<file path="src/rtl/ddr_arbiter.sv">
// Four-port round-robin arbiter and sequencer for the DDR controller user command interface.
// It runs one single-word read/write at a time and ends a hung completion with a timeout error.
module ddr_arbiter #(
  parameter int unsigned TIMEOUT = 4096
) (
  input  logic         clk,
  input  logic         rst,
  input  logic [3:0]   req_stb,
  input  logic [3:0]   req_we,
  input  logic [95:0]  req_addr,
  input  logic [127:0] req_dat_i,
  output logic [3:0]   req_ack,
  output logic [3:0]   req_err,
  output logic [31:0]  req_dat_o,
  output logic         gnt_vld,
  output logic [1:0]   gnt_id,
  output logic [3:0]   user_cmd,
  output logic         user_cmd_vld,
  output logic [23:0]  user_addr,
  output logic [31:0]  user_data_in,
  input  logic [31:0]  user_data_out,
  input  logic         user_data_out_vld,
  input  logic         ddr_ack,
  input  logic         ddr_ready,
  input  logic         ddr_busy
);

  typedef enum logic [1:0] {StIdle, StIssue, StWait, StDone} state_e;

  state_e      state;
  logic [1:0]  last;
  logic [16:0] cnt;
  logic [1:0]  win;
  logic [1:0]  idx;
  logic        win_vld;
  logic        completion;

  // Search from last+1 upward; iterating downward leaves the nearest requester as the winner.
  always_comb begin
    win     = 2'd0;
    win_vld = 1'b0;
    idx     = 2'd0;
    for (int k = 3; k >= 0; k--) begin
      idx = last + 2'(k) + 2'd1;
      if (req_stb[idx]) begin
        win     = idx;
        win_vld = 1'b1;
      end
    end
  end

  // Only the completion matching the command type counts.
  assign completion = user_cmd[0] ? ddr_ack : user_data_out_vld;

  always_ff @(posedge clk or posedge rst) begin
    if (rst) begin
      state        <= StIdle;
      last         <= 2'd3;
      cnt          <= '0;
      gnt_vld      <= 1'b0;
      gnt_id       <= 2'd0;
      user_cmd     <= 4'd0;
      user_cmd_vld <= 1'b0;
      user_addr    <= 24'd0;
      user_data_in <= 32'd0;
      req_ack      <= 4'd0;
      req_err      <= 4'd0;
      req_dat_o    <= 32'd0;
    end else begin
      user_cmd_vld <= 1'b0;
      req_ack      <= 4'd0;
      req_err      <= 4'd0;
      unique case (state)
        StIdle: begin
          if (ddr_ready && !ddr_busy && win_vld) begin
            state        <= StIssue;
            gnt_vld      <= 1'b1;
            gnt_id       <= win;
            user_cmd     <= {3'd0, req_we[win]};
            user_addr    <= req_addr[24*win +: 24];
            user_data_in <= req_we[win] ? req_dat_i[32*win +: 32] : 32'd0;
            user_cmd_vld <= 1'b1;
            cnt          <= '0;
          end
        end
        StIssue: state <= StWait;
        StWait: begin
          if (completion) begin
            if (!user_cmd[0]) req_dat_o <= user_data_out;
            req_ack <= 4'b0001 << gnt_id;
            state   <= StDone;
          end else if (cnt == 17'(TIMEOUT)) begin
            // Gives ack/err TIMEOUT+2 cycles after the command strobe.
            req_ack   <= 4'b0001 << gnt_id;
            req_err   <= 4'b0001 << gnt_id;
            req_dat_o <= 32'hFFFF_FFFF;
            state     <= StDone;
          end else begin
            cnt <= cnt + 17'd1;
          end
        end
        StDone: begin
          last    <= gnt_id;
          gnt_vld <= 1'b0;
          state   <= StIdle;
        end
        default: state <= StIdle;
      endcase
    end
  end

endmodule

</file>
<file path="config.mk">
export PLATFORM = sky130hd
export DESIGN_NAME = ddr_arbiter
export DESIGN_NICKNAME = d
export VERILOG_FILES = /design/src/rtl/ddr_arbiter.sv
export SDC_FILE = /design/constraint.sdc
export NUM_CORES = 1
export LEC_CHECK = 0
export ABC_AREA = 0
export BUFFER_PORTS_ARGS = -buffer_cell sky130_fd_sc_hd__buf_2
export CAP_MARGIN = 0
export CORE_ASPECT_RATIO = 1.75
export CORE_UTILIZATION = 30
export CTS_CLUSTER_SIZE = 30
export DETAILED_ROUTE_END_ITERATION = 7
export PLACE_DENSITY_LB_ADDON = 0.15
export SETUP_SLACK_MARGIN = 0.15
export SLEW_MARGIN = 20
export SYNTH_ARGS = -nofsm -noshare
export SYNTH_HDL_FRONTEND = slang
export SYNTH_SLANG_ARGS = --single-unit
</file>
<file path="constraint.sdc">
create_clock -name clk -period 9.38 [get_ports clk]
set_input_delay 2.814 -clock clk [delete_from_list [all_inputs] [get_ports clk]]
set_output_delay 2.814 -clock clk [all_outputs]
set_load 0.01 [all_outputs]
</file>
==> metrics.log, run 1 <==
INFO  metric async_set_or_reset_flop_fraction_in_the_synthesized_netlist = 100%
INFO  metric worst-slew-pin-transition = about 1.1 ns
INFO  metric violation_count_after_the_first_detailed_routing_iteration = ~380
INFO  metric total_leakage_power = about 4.9 nW
INFO  metric fp-row-count = 73
INFO  metric route.final.wire_length = 24300 µm
INFO  metric design.core.area = 22700 µm²
INFO  metric hold_class = register to register
INFO  metric fmax = approximately 0.18 GHz
INFO  metric holdPathStages = 2
INFO  metric placement.io_buffers = 370
INFO  metric top_layer_used = met5
INFO  metric p_seq_share = 32.6%
INFO  metric run_status = complete, no violations
INFO  metric worstHoldEndpoint = req_dat_o[25]
INFO  metric post-route-min-period = ~5.7 ns
INFO  metric cts_post_setup_buffers_inserted = 0
INFO  metric critical_path_peak_fanout = 50
INFO  metric die_area = between 20000 and 25000 µm²
INFO  metric antenna_found_initial = 3
INFO  metric regToRegEndpoint = user_data_in[9]
INFO  metric synthesis.instances = roughly 740
INFO  metric num-nets-final = between 1000 and 1500
INFO  metric final_common_cell = buf_2
INFO  metric io-pin-count = ~370
INFO  metric clock_sink_count = about 120
INFO  metric synth_seq_area_share = between 40 and 50%
INFO  metric final-setup-viol-count = 0
INFO  metric net-switching-power = 0.000977 W
INFO  metric cp.required = about 9.6 ns
INFO  metric vias = ~7000
INFO  metric gr-total-overflow = 0
INFO  metric grt_max_degree = just over 70
INFO  metric detailed_place_hpwl = between 15000 and 20000 µm
INFO  metric crit-reg2reg-launch = state[0]
INFO  metric cts.hold.buffers_added = 0
INFO  metric final.period_utilization = roughly three fifths
INFO  metric cp-end-kind = register
INFO  metric max_slew_margin = about 29%
INFO  metric cts_tree = done
INFO  metric cp.arrival = just under 6 ns
INFO  metric combinational_cell_fraction_of_total_power = around two fifths
INFO  metric synth_area_per_cell = 9.41 µm²
INFO  metric p_clk_share = approximately 27%
INFO  metric reg2reg_setup_slack = between 5 and 6 ns
INFO  metric routed-wl-met2 = approximately 13000 µm
INFO  metric synth-edff-count = 0
INFO  metric maxSlewViolCount = 0
INFO  metric numCtsBuffers = 17
INFO  metric worst_slack = between 3 and 4 ns
INFO  metric clock_insertion_delay_worst_skew = ~0.43 ns
INFO  metric yosysWarningCount = 0
INFO  metric remaining_drc_errors = 0
INFO  metric worst_path_largest_cell_delay = a little under 0.9 ns
INFO  metric place_congestion = 0.830
INFO  metric initial_core_util = a little under a third
INFO  metric cts.htree.levels = 4
INFO  metric maxCapViolations = 0
INFO  metric critical_path.slowest_cell = or2_2
INFO  metric floorplan.die.height = 203 µm
INFO  metric synthToLayoutAreaGrowth = 37.6%
INFO  metric crit_path_start_kind = primary input
INFO  metric rsz_0062_raised_after_global_routing = no
INFO  metric drt_pass_1_iters = 4
INFO  metric sw_frac_of_total = 37.5%
INFO  metric via_density_per_instance = 5.04
INFO  metric most_used_cells_in_the_layout_excluding_fill_and_tap_cells = buf_2, dfrtp_1, nand2_1
INFO  metric synth.ff_latch_count = around 120
INFO  metric hold_viol_final = 0
INFO  metric post_cts_resize_count = 0
INFO  metric clock_skew = roughly 0.012 ns
INFO  metric first_pass_grt_wire_length = roughly 37000 µm
INFO  metric vias_in_the_first_global_route = slightly below 7000
INFO  metric r2r_cells = 7
INFO  metric final_layout_size_suffix_gt1_share = between 40% and 50%
INFO  metric netlist_area = roughly 6900 µm²
INFO  metric synth_ff_type = dfrtp_1
INFO  metric critPathTopFamily = simple AND/OR/NAND/NOR gates
INFO  metric cts.root.buffer_cell = clkbuf_16
INFO  metric die_width = ~120 µm
INFO  metric global_route.usage.total = 20.6%
INFO  metric route.met3.wl = roughly 1300 µm
INFO  metric power.ir.vdd_worst = around 0.11 mV
INFO  metric hold_start = req_dat_o[25]
INFO  metric critPathBufInv = 2
INFO  metric setup-tns-final = 0 ns
INFO  metric cp_cell_sequence = buf_2 > nor4_1 > or2_2 > inv_2 > nand3_2 > o221ai_1
INFO  metric p_int = around 0.0016 W
INFO  metric synth.lib_cells_used.distinct = 53
INFO  metric wire_per_inst = 17.5 µm
INFO  metric clockBufferDepth = 2
INFO  metric met1_length = roughly 9000 µm
INFO  metric postRouteAntennaNets = 0
INFO  metric power-per-cell-area = around 270 nW/µm²
INFO  metric clk_pin_slew_worst_paths = 0.05 ns
INFO  metric final_core_area_utilization = a little over two fifths
INFO  metric type_of_the_worst_setup_path = primary input to register
INFO  metric preCtsSetupSlack = 3.12 ns
[registers in the layout, summed over array words and instances, names as in the netlist]
| signal | cells |
|---|---|
| cnt | 17 |
| last | 2 |
| user_data_in | 32 |
| req_ack | 4 |
| user_addr | 24 |
| user_cmd_vld | 1 |
| gnt_id | 2 |
| state | 2 |
| req_dat_o | 32 |
| gnt_vld | 1 |
| req_err | 4 |
| user_cmd | 1 |
[worst min-delay path, stage by stage, from the launching register on]
cell	delay, ns
dfrtp_1	0.33
nand2_1	0.04
o21ai_0	0.06
[final cells by class]
class	count	area, µm²
Multi-Input combinational cell	527	3490
Sequential cell	122	3060
Fill cell	2381	13200
Timing Repair Buffer	376	1900
Clock buffer	20	437
Tap cell	300	375
Antenna cell	3	7.51
Inverter	25	96.3
Clock inverter	12	198
[synthesized netlist by cell type (3+ instances only)]
library cell,n,share of area [%]
and3_1,35,3.2
or2_2,3,0.27
mux2_2,5,0.81
nand3_1,34,2.5
and4_1,3,0.38
buf_2,19,1.4
mux2i_1,59,8.5
mux2_4,13,2.8
buf_6,7,1.1
a21oi_1,13,0.94
clkbuf_1,33,1.8
nand2b_1,5,0.45
nor2_1,56,3.0
o21ai_0,44,3.2
a31oi_1,32,2.9
a211oi_1,36,3.9
dfrtp_1,120,43
buf_4,5,0.54
or4_1,6,0.65
nor4_1,3,0.27
or3_1,8,0.72
ha_1,5,0.90
o221ai_1,32,4.0
o31ai_1,4,0.43
a221o_1,13,1.9
nand2_1,85,4.6
inv_1,24,1.3
[power groups by stage]
stage                     Combinational, W  Sequential [W]  Clock, W
after floorplan                   0.000585        0.000922         0
final                              0.00104        0.000848  0.000715
after global placement             0.00104        0.000853         0
after CTS                          0.00105        0.000851  0.000731
after detailed placement           0.00106        0.000855         0
after global routing               0.00115        0.000877  0.000753
[per-layer routing]
metal,vias up,track usage (%)
met3,48,4.93
met4,2,9.00
met2,252,37.4
met5,-,0
li1,3372,-
met1,3307,22.3
[logic make-up after synthesis]
family | count (synthesis) | share of synthesized area (%)
and+or+nand+nor | 253 | 17.5
AOI/OAI and AO/OA | 189 | 19.1
DFF | 122 | 44.0
buffers and inverters | 91 | 6.29
muxes | 77 | 12.1
adders and majority gates | 5 | 0.901
other | 1 | 0.0540
[through the flow]
step	cell area, µm²	instances	hold WS [ns]	total power (W)
2_1_floorplan	6950	740	0.489	0.00151
3_3_place_gp	8900	1350	0.460	0.00190
3_5_place_dp	8900	1350	0.466	0.00191
4_1_cts	9540	1382	0.479	0.00264
5_1_grt	9550	1384	0.490	0.00278
6_report	9550	1385	0.475	0.00260
[worst max path at each step]
stage / slack, ns / cells past startpoint / start / end
after global placement: 2.87 / 6 / req_stb[0] / user_data_in[0]
after floorplan: 3.33 / 1 / rst / cnt[0]
after CTS: 3.59 / 6 / req_stb[0] / user_data_in[9]
after global routing: 3.43 / 6 / req_stb[0] / user_data_in[9]
after detailed placement: 3.12 / 6 / req_stb[0] / user_data_in[9]
final: 3.70 / 6 / req_stb[0] / user_data_in[9]
(Power assumes the default switching activity.)
==> run 2, diff against run 1 <==
- clock period: 9.38 -> 4.73 ns (I/O delays scaled with it)
==> run 2 against run 1 <==
Net effect: via count is 0.26% higher; largest power group unchanged; cell count grew 0.58%; critical path depth grew 1; largest cell class unchanged; flip-flop and latch count did not move.
==> metrics.log, run 2 (synthesis gave the netlist of run 1 again) <==
INFO  metric vias = around 7000
INFO  metric placement.io_buffers = 370
INFO  metric worst-slew-pin-transition = between 0.9 and 1 ns
INFO  metric cts.root.buffer_cell = clkbuf_16
INFO  metric detailed_place_hpwl = 19000 µm
INFO  metric vias_in_the_first_global_route = between 6000 and 7000
INFO  metric regToRegEndpoint = user_addr[19]
INFO  metric final.period_utilization = between 70 and 80%
INFO  metric die_width = about 120 µm
INFO  metric drt_pass_1_iters = 4
INFO  metric power-per-cell-area = between 500 and 600 nW/µm²
INFO  metric fp-row-count = between 70 and 80
INFO  metric crit-reg2reg-launch = state[0]
INFO  metric grt_max_degree = approximately 70
INFO  metric rsz_0062_raised_after_global_routing = no
INFO  metric numCtsBuffers = 17
INFO  metric violation_count_after_the_first_detailed_routing_iteration = between 200 and 300
INFO  metric initial_core_util = a little under a third
INFO  metric wire_per_inst = roughly 18 µm
INFO  metric floorplan.die.height = 203 µm
INFO  metric type_of_the_worst_setup_path = primary input to register
INFO  metric crit_path_start_kind = primary input
INFO  metric post-route-min-period = roughly 3.7 ns
INFO  metric first_pass_grt_wire_length = 37500 µm
INFO  metric io-pin-count = between 300 and 400
INFO  metric clock_skew = between 0.007 and 0.008 ns
INFO  metric fin_area = 9620 µm²
INFO  metric preCtsSetupSlack = slightly above 0.6 ns
INFO  metric total_leakage_power = between 4 and 5 nW
INFO  metric postRouteAntennaNets = 0
INFO  metric maxSlewViolCount = 0
INFO  metric power.ir.vdd_worst = roughly 0.19 mV
INFO  metric via_density_per_instance = 5.02
INFO  metric clockBufferDepth = 2
INFO  metric run_status = complete, no violations
INFO  metric cts_post_setup_buffers_inserted = 0
INFO  metric final_layout_size_suffix_gt1_share = about two fifths
INFO  metric final_core_area_utilization = a little over two fifths
INFO  metric antenna_found_initial = 4
INFO  metric hold_viol_final = 0
INFO  metric post_cts_resize_count = 0
INFO  metric die_area = about 24000 µm²
INFO  metric cts_tree = done
INFO  metric cts.hold.buffers_added = 0
INFO  metric gr-total-overflow = 0
INFO  metric worst_slack = about 1.1 ns
INFO  metric cp.arrival = roughly 3.9 ns
INFO  metric critical_path_peak_fanout = 45
INFO  metric layout_top_registers = req_dat_o (32), user_data_in (32), user_addr (24)
INFO  metric remaining_drc_errors = 0
INFO  metric critPathLaunch = ddr_busy
INFO  metric cts.htree.levels = 4
INFO  metric cp-end-kind = register
INFO  metric max_slew_margin = between 30% and 40%
INFO  metric fmax = roughly 0.27 GHz
INFO  metric final_common_cell = buf_2
INFO  metric synthToLayoutAreaGrowth = 38.6%
INFO  metric clock_insertion_delay_worst_skew = around 0.42 ns
INFO  metric placed_cell_area = between 8000 and 9000 µm²
INFO  metric design.core.area = between 20000 and 25000 µm²
INFO  metric route.final.wire_length = around 25000 µm
INFO  metric final-setup-viol-count = 0
INFO  metric clk_pin_slew_worst_paths = about 0.06 ns
INFO  metric reg2reg_setup_slack = around 1.5 ns
INFO  metric endpoint = user_addr[19]
INFO  metric cp.required = between 4 and 5 ns
INFO  metric r2r_cells = 8
INFO  metric hold_class = register to register
INFO  metric most_used_cells_in_the_layout_excluding_fill_and_tap_cells = buf_2, dfrtp_1, nand2_1
INFO  metric maxCapViolations = 0
INFO  metric clock_sink_count = roughly 120
INFO  metric setup-tns-final = 0 ns
INFO  metric global_route.usage.total = 21.2%
INFO  metric num-nets-final = approximately 1400
INFO  metric place_congestion = slightly above 0.8
==> run 2: worst min path at each step <==
stage / from / endpoint / slack, ns / depth (start not counted)
after floorplan: state[0] / state[0] / 0.49 / 1
after global placement: req_dat_o[16] / req_dat_o[16] / 0.46 / 2
after detailed placement: req_dat_o[16] / req_dat_o[16] / 0.47 / 2
after CTS: req_dat_o[15] / req_dat_o[15] / 0.48 / 2
after global routing: req_dat_o[19] / req_dat_o[19] / 0.50 / 2
final: req_dat_o[15] / req_dat_o[15] / 0.47 / 2
==> run 2: final cells by class <==
cell class	count	area, µm²
fill	2349	13100
multi-input combinational	527	3480
sequential	122	3060
timing repair buffer	383	1970
clock buffer	18	429
tap	300	375
clock inverter	14	196
inverter	25	97.6
antenna	4	10.0
==> run 2: critical path, stage by stage <==
cell	delay, ns
buf_2	0.10
nand3b_1	0.21
or2_2	0.51
inv_2	0.66
nand2_1	0.51
a211oi_1	0.38
a211oi_1	0.09
==> run 2: power by group <==
part / total, W / switching [W] / internal (W)
combinational: 0.00209 / 0.00121 / 0.000877
sequential: 0.00168 / 0.000247 / 0.00144
clock: 0.00139 / 0.000511 / 0.000883
total: 0.00517 / 0.00197 / 0.00320
==> run 2: metrics by stage <==
stage / std cells / power, W / hold slack [ns]
2_1_floorplan: 740 / 0.00299 / 0.489
3_3_place_gp: 1357 / 0.00379 / 0.458
3_5_place_dp: 1357 / 0.00381 / 0.465
4_1_cts: 1389 / 0.00523 / 0.478
5_1_grt: 1393 / 0.00552 / 0.500
6_report: 1393 / 0.00517 / 0.470
==> run 2: routing by layer <==
layer  GRT usage [%]  vias up  share of wire, %
li1                -     3385                 -
met1            22.5     3325                37
met2            38.5      250                55
met3            4.52       39               5.1
met4            10.4        0               3.2
met5               0        -                 0
==> run 3, diff against run 2 <==
- clock period: 4.73 -> 3.6 ns (I/O delays scaled with it)
==> run 3 against run 2 <==
Net effect: via count up 1.2%; combinational power up 32%; die area unchanged; global-route usage down 0.40 points; first-iteration DRC count up 19%; clock power up 19%; register-to-register slack worse by 0.64 ns; sequential power up 32%; clock skew up 0.0038 ns; non-clock buffer count up 4; cell count up 0.29%; highest routed layer is now met5.
==> metrics.log, run 3 (synthesis gave the netlist of run 1 again) <==
INFO  metric cts.root.buffer_cell = clkbuf_16
INFO  metric fmax = roughly 0.36 GHz
INFO  metric critical_path_peak_fanout = 33
INFO  metric postRouteAntennaNets = 0
INFO  metric initial_core_util = between 30% and 40%
INFO  metric num-fill-cells = between 2000 and 2500
INFO  metric vias_in_the_first_global_route = between 6000 and 7000
INFO  metric power-per-cell-area = around 690 nW/µm²
INFO  metric post-route-min-period = 2.77 ns
INFO  metric most_used_cells_in_the_layout_excluding_fill_and_tap_cells = buf_2, dfrtp_1, nand2_1
INFO  metric worst_path_largest_cell_delay = around 0.9 ns
INFO  metric clock_insertion_delay_worst_skew = 0.42 ns
INFO  metric antenna_found_initial = 5
INFO  metric floorplan.die.height = between 200 and 250 µm
INFO  metric rsz_0062_raised_after_global_routing = no
INFO  metric cp_cell_sequence = inv_1 > ha_1 > nor4b_1 > nand4_1 > o211ai_2 > o21ai_0 > a21oi_1
INFO  metric max_slew_margin = between 20% and 30%
INFO  metric maxCapViolations = 0
INFO  metric detailed_place_hpwl = ~19000 µm
INFO  metric fin_area = about 9600 µm²
INFO  metric cts_tree = done
INFO  metric cp.arrival = slightly above 3 ns
INFO  metric critPathTopFamily = compound AO/OA/AOI/OAI gates
INFO  metric worst-slew-pin-transition = between 1 and 1.5 ns
INFO  metric power.ir.vdd_worst = 0.322 mV
INFO  metric setup-tns-final = 0 ns
INFO  metric run_status = complete, no violations
INFO  metric gr-total-overflow = 0
INFO  metric cp-end-kind = register
INFO  metric layout_top_registers = req_dat_o (32), user_data_in (32), user_addr (24)
INFO  metric violation_count_after_the_first_detailed_routing_iteration = 320
INFO  metric cp.required = ~4 ns
INFO  metric placed_cells_incl_taps = roughly 1400
INFO  metric clock_sink_count = 122
INFO  metric placed_cell_area = between 9000 and 10000 µm²
INFO  metric die_area = roughly 24000 µm²
INFO  metric placement.io_buffers = between 300 and 400
INFO  metric synthToLayoutAreaGrowth = 38.2%
INFO  metric clockBufferDepth = 2
INFO  metric cts.hold.buffers_added = 0
INFO  metric first_pass_grt_wire_length = between 30000 and 40000 µm
INFO  metric design.core.area = 22700 µm²
INFO  metric drt_pass_1_iters = 4
INFO  metric wire_per_inst = around 18 µm
INFO  metric instances_no_fill = 1397
INFO  metric final_common_cell = buf_2
INFO  metric hold_class = register to register
INFO  metric maxSlewViolCount = 0
INFO  metric final_layout_size_suffix_gt1_share = 41.4%
INFO  metric via_density_per_instance = roughly 5.1
INFO  metric num-nets-final = about 1400
INFO  metric global_route.usage.total = just over 20%
INFO  metric total_leakage_power = roughly 4.9 nW
INFO  metric remaining_drc_errors = 0
INFO  metric clk_pin_slew_worst_paths = around 0.06 ns
INFO  metric hold_viol_final = 0
INFO  metric vias = a little over 7000
INFO  metric final-setup-viol-count = 0
INFO  metric critical_path.slowest_cell = o211ai_2
INFO  metric cts_post_setup_buffers_inserted = 0
INFO  metric post_cts_resize_count = 0
INFO  metric place_congestion = a little over 0.8
INFO  metric type_of_the_worst_setup_path = register to register
INFO  metric die_width = around 120 µm
INFO  metric route.final.wire_length = about 25000 µm
INFO  metric io-pin-count = around 370
INFO  metric numCtsBuffers = 17
INFO  metric final.period_utilization = between 70% and 80%
INFO  metric timing.hold.ws = about 0.48 ns
INFO  metric critPathBufInv = 1
INFO  metric fp-row-count = between 70 and 80
INFO  metric cts.htree.levels = 4
INFO  metric crit_path_start_kind = register
INFO  metric grt_max_degree = 79
INFO  metric clock_skew = ~0.011 ns
## run 3: path summary, 6_finish.rpt
check | slack, ns | start | depth (start not counted) | to
worst max register to register | 0.83 | cnt[0] | 7 | cnt[4]
max in group asynchronous | 2.35 | rst | 3 | req_err[2]
worst min-delay path | 0.48 | req_dat_o[29] | 2 | req_dat_o[29]
min in group asynchronous | 0.76 | rst | 3 | user_data_in[12]
worst min register to register | 0.48 | req_dat_o[29] | 2 | req_dat_o[29]
worst max-delay path | 0.83 | cnt[0] | 7 | cnt[4]
## run 3: cell type report
type / count / area [µm²] / area share (%)
timing repair buffer: 387 / 2020 / 21.0
clock inverter: 14 / 138 / 1.43
antenna: 4 / 10.0 / 0.104
inverter: 25 / 97.6 / 1.02
clock buffer: 18 / 429 / 4.47
multi-input combinational: 527 / 3480 / 36.2
tap: 300 / 375 / 3.91
sequential: 122 / 3060 / 31.8
## run 3: through the flow
step                      total power, W  setup slack (ns)  utilization, %
after detailed placement         0.00501             0.410            39.7
final                            0.00662             0.834            42.2
after global placement           0.00497             0.460            39.7
after global routing             0.00708             0.605            42.2
after CTS                        0.00671             0.880            42.2
after floorplan                  0.00393              1.02               -
## run 3: worst reg2reg max path, stage by stage, from the launching register on
cell and delay [ns]:
dfrtp_1 0.41, inv_1 0.08, ha_1 0.14, nor4b_1 0.52, nand4_1 0.23, o211ai_2 0.90
o21ai_0 0.23, a21oi_1 0.18
## run 3: metal layers
| layer | track usage [%] | vias up | wire [µm] |
|---|---|---|---|
| met1 | 22.0 | 3382 | 9010 |
| met3 | 4.37 | 28 | 1350 |
| li1 | - | 3392 | - |
| met5 | 0 | - | 10 |
| met4 | 8.00 | 2 | 587 |
| met2 | 39.0 | 281 | 13800 |
## run 3: where the power goes
group	internal (W)	switching (W)	leakage [nW]
registers	0.00189	0.000321	1.54
clock network	0.000965	0.000699	0.266
logic	0.00117	0.00158	3.13
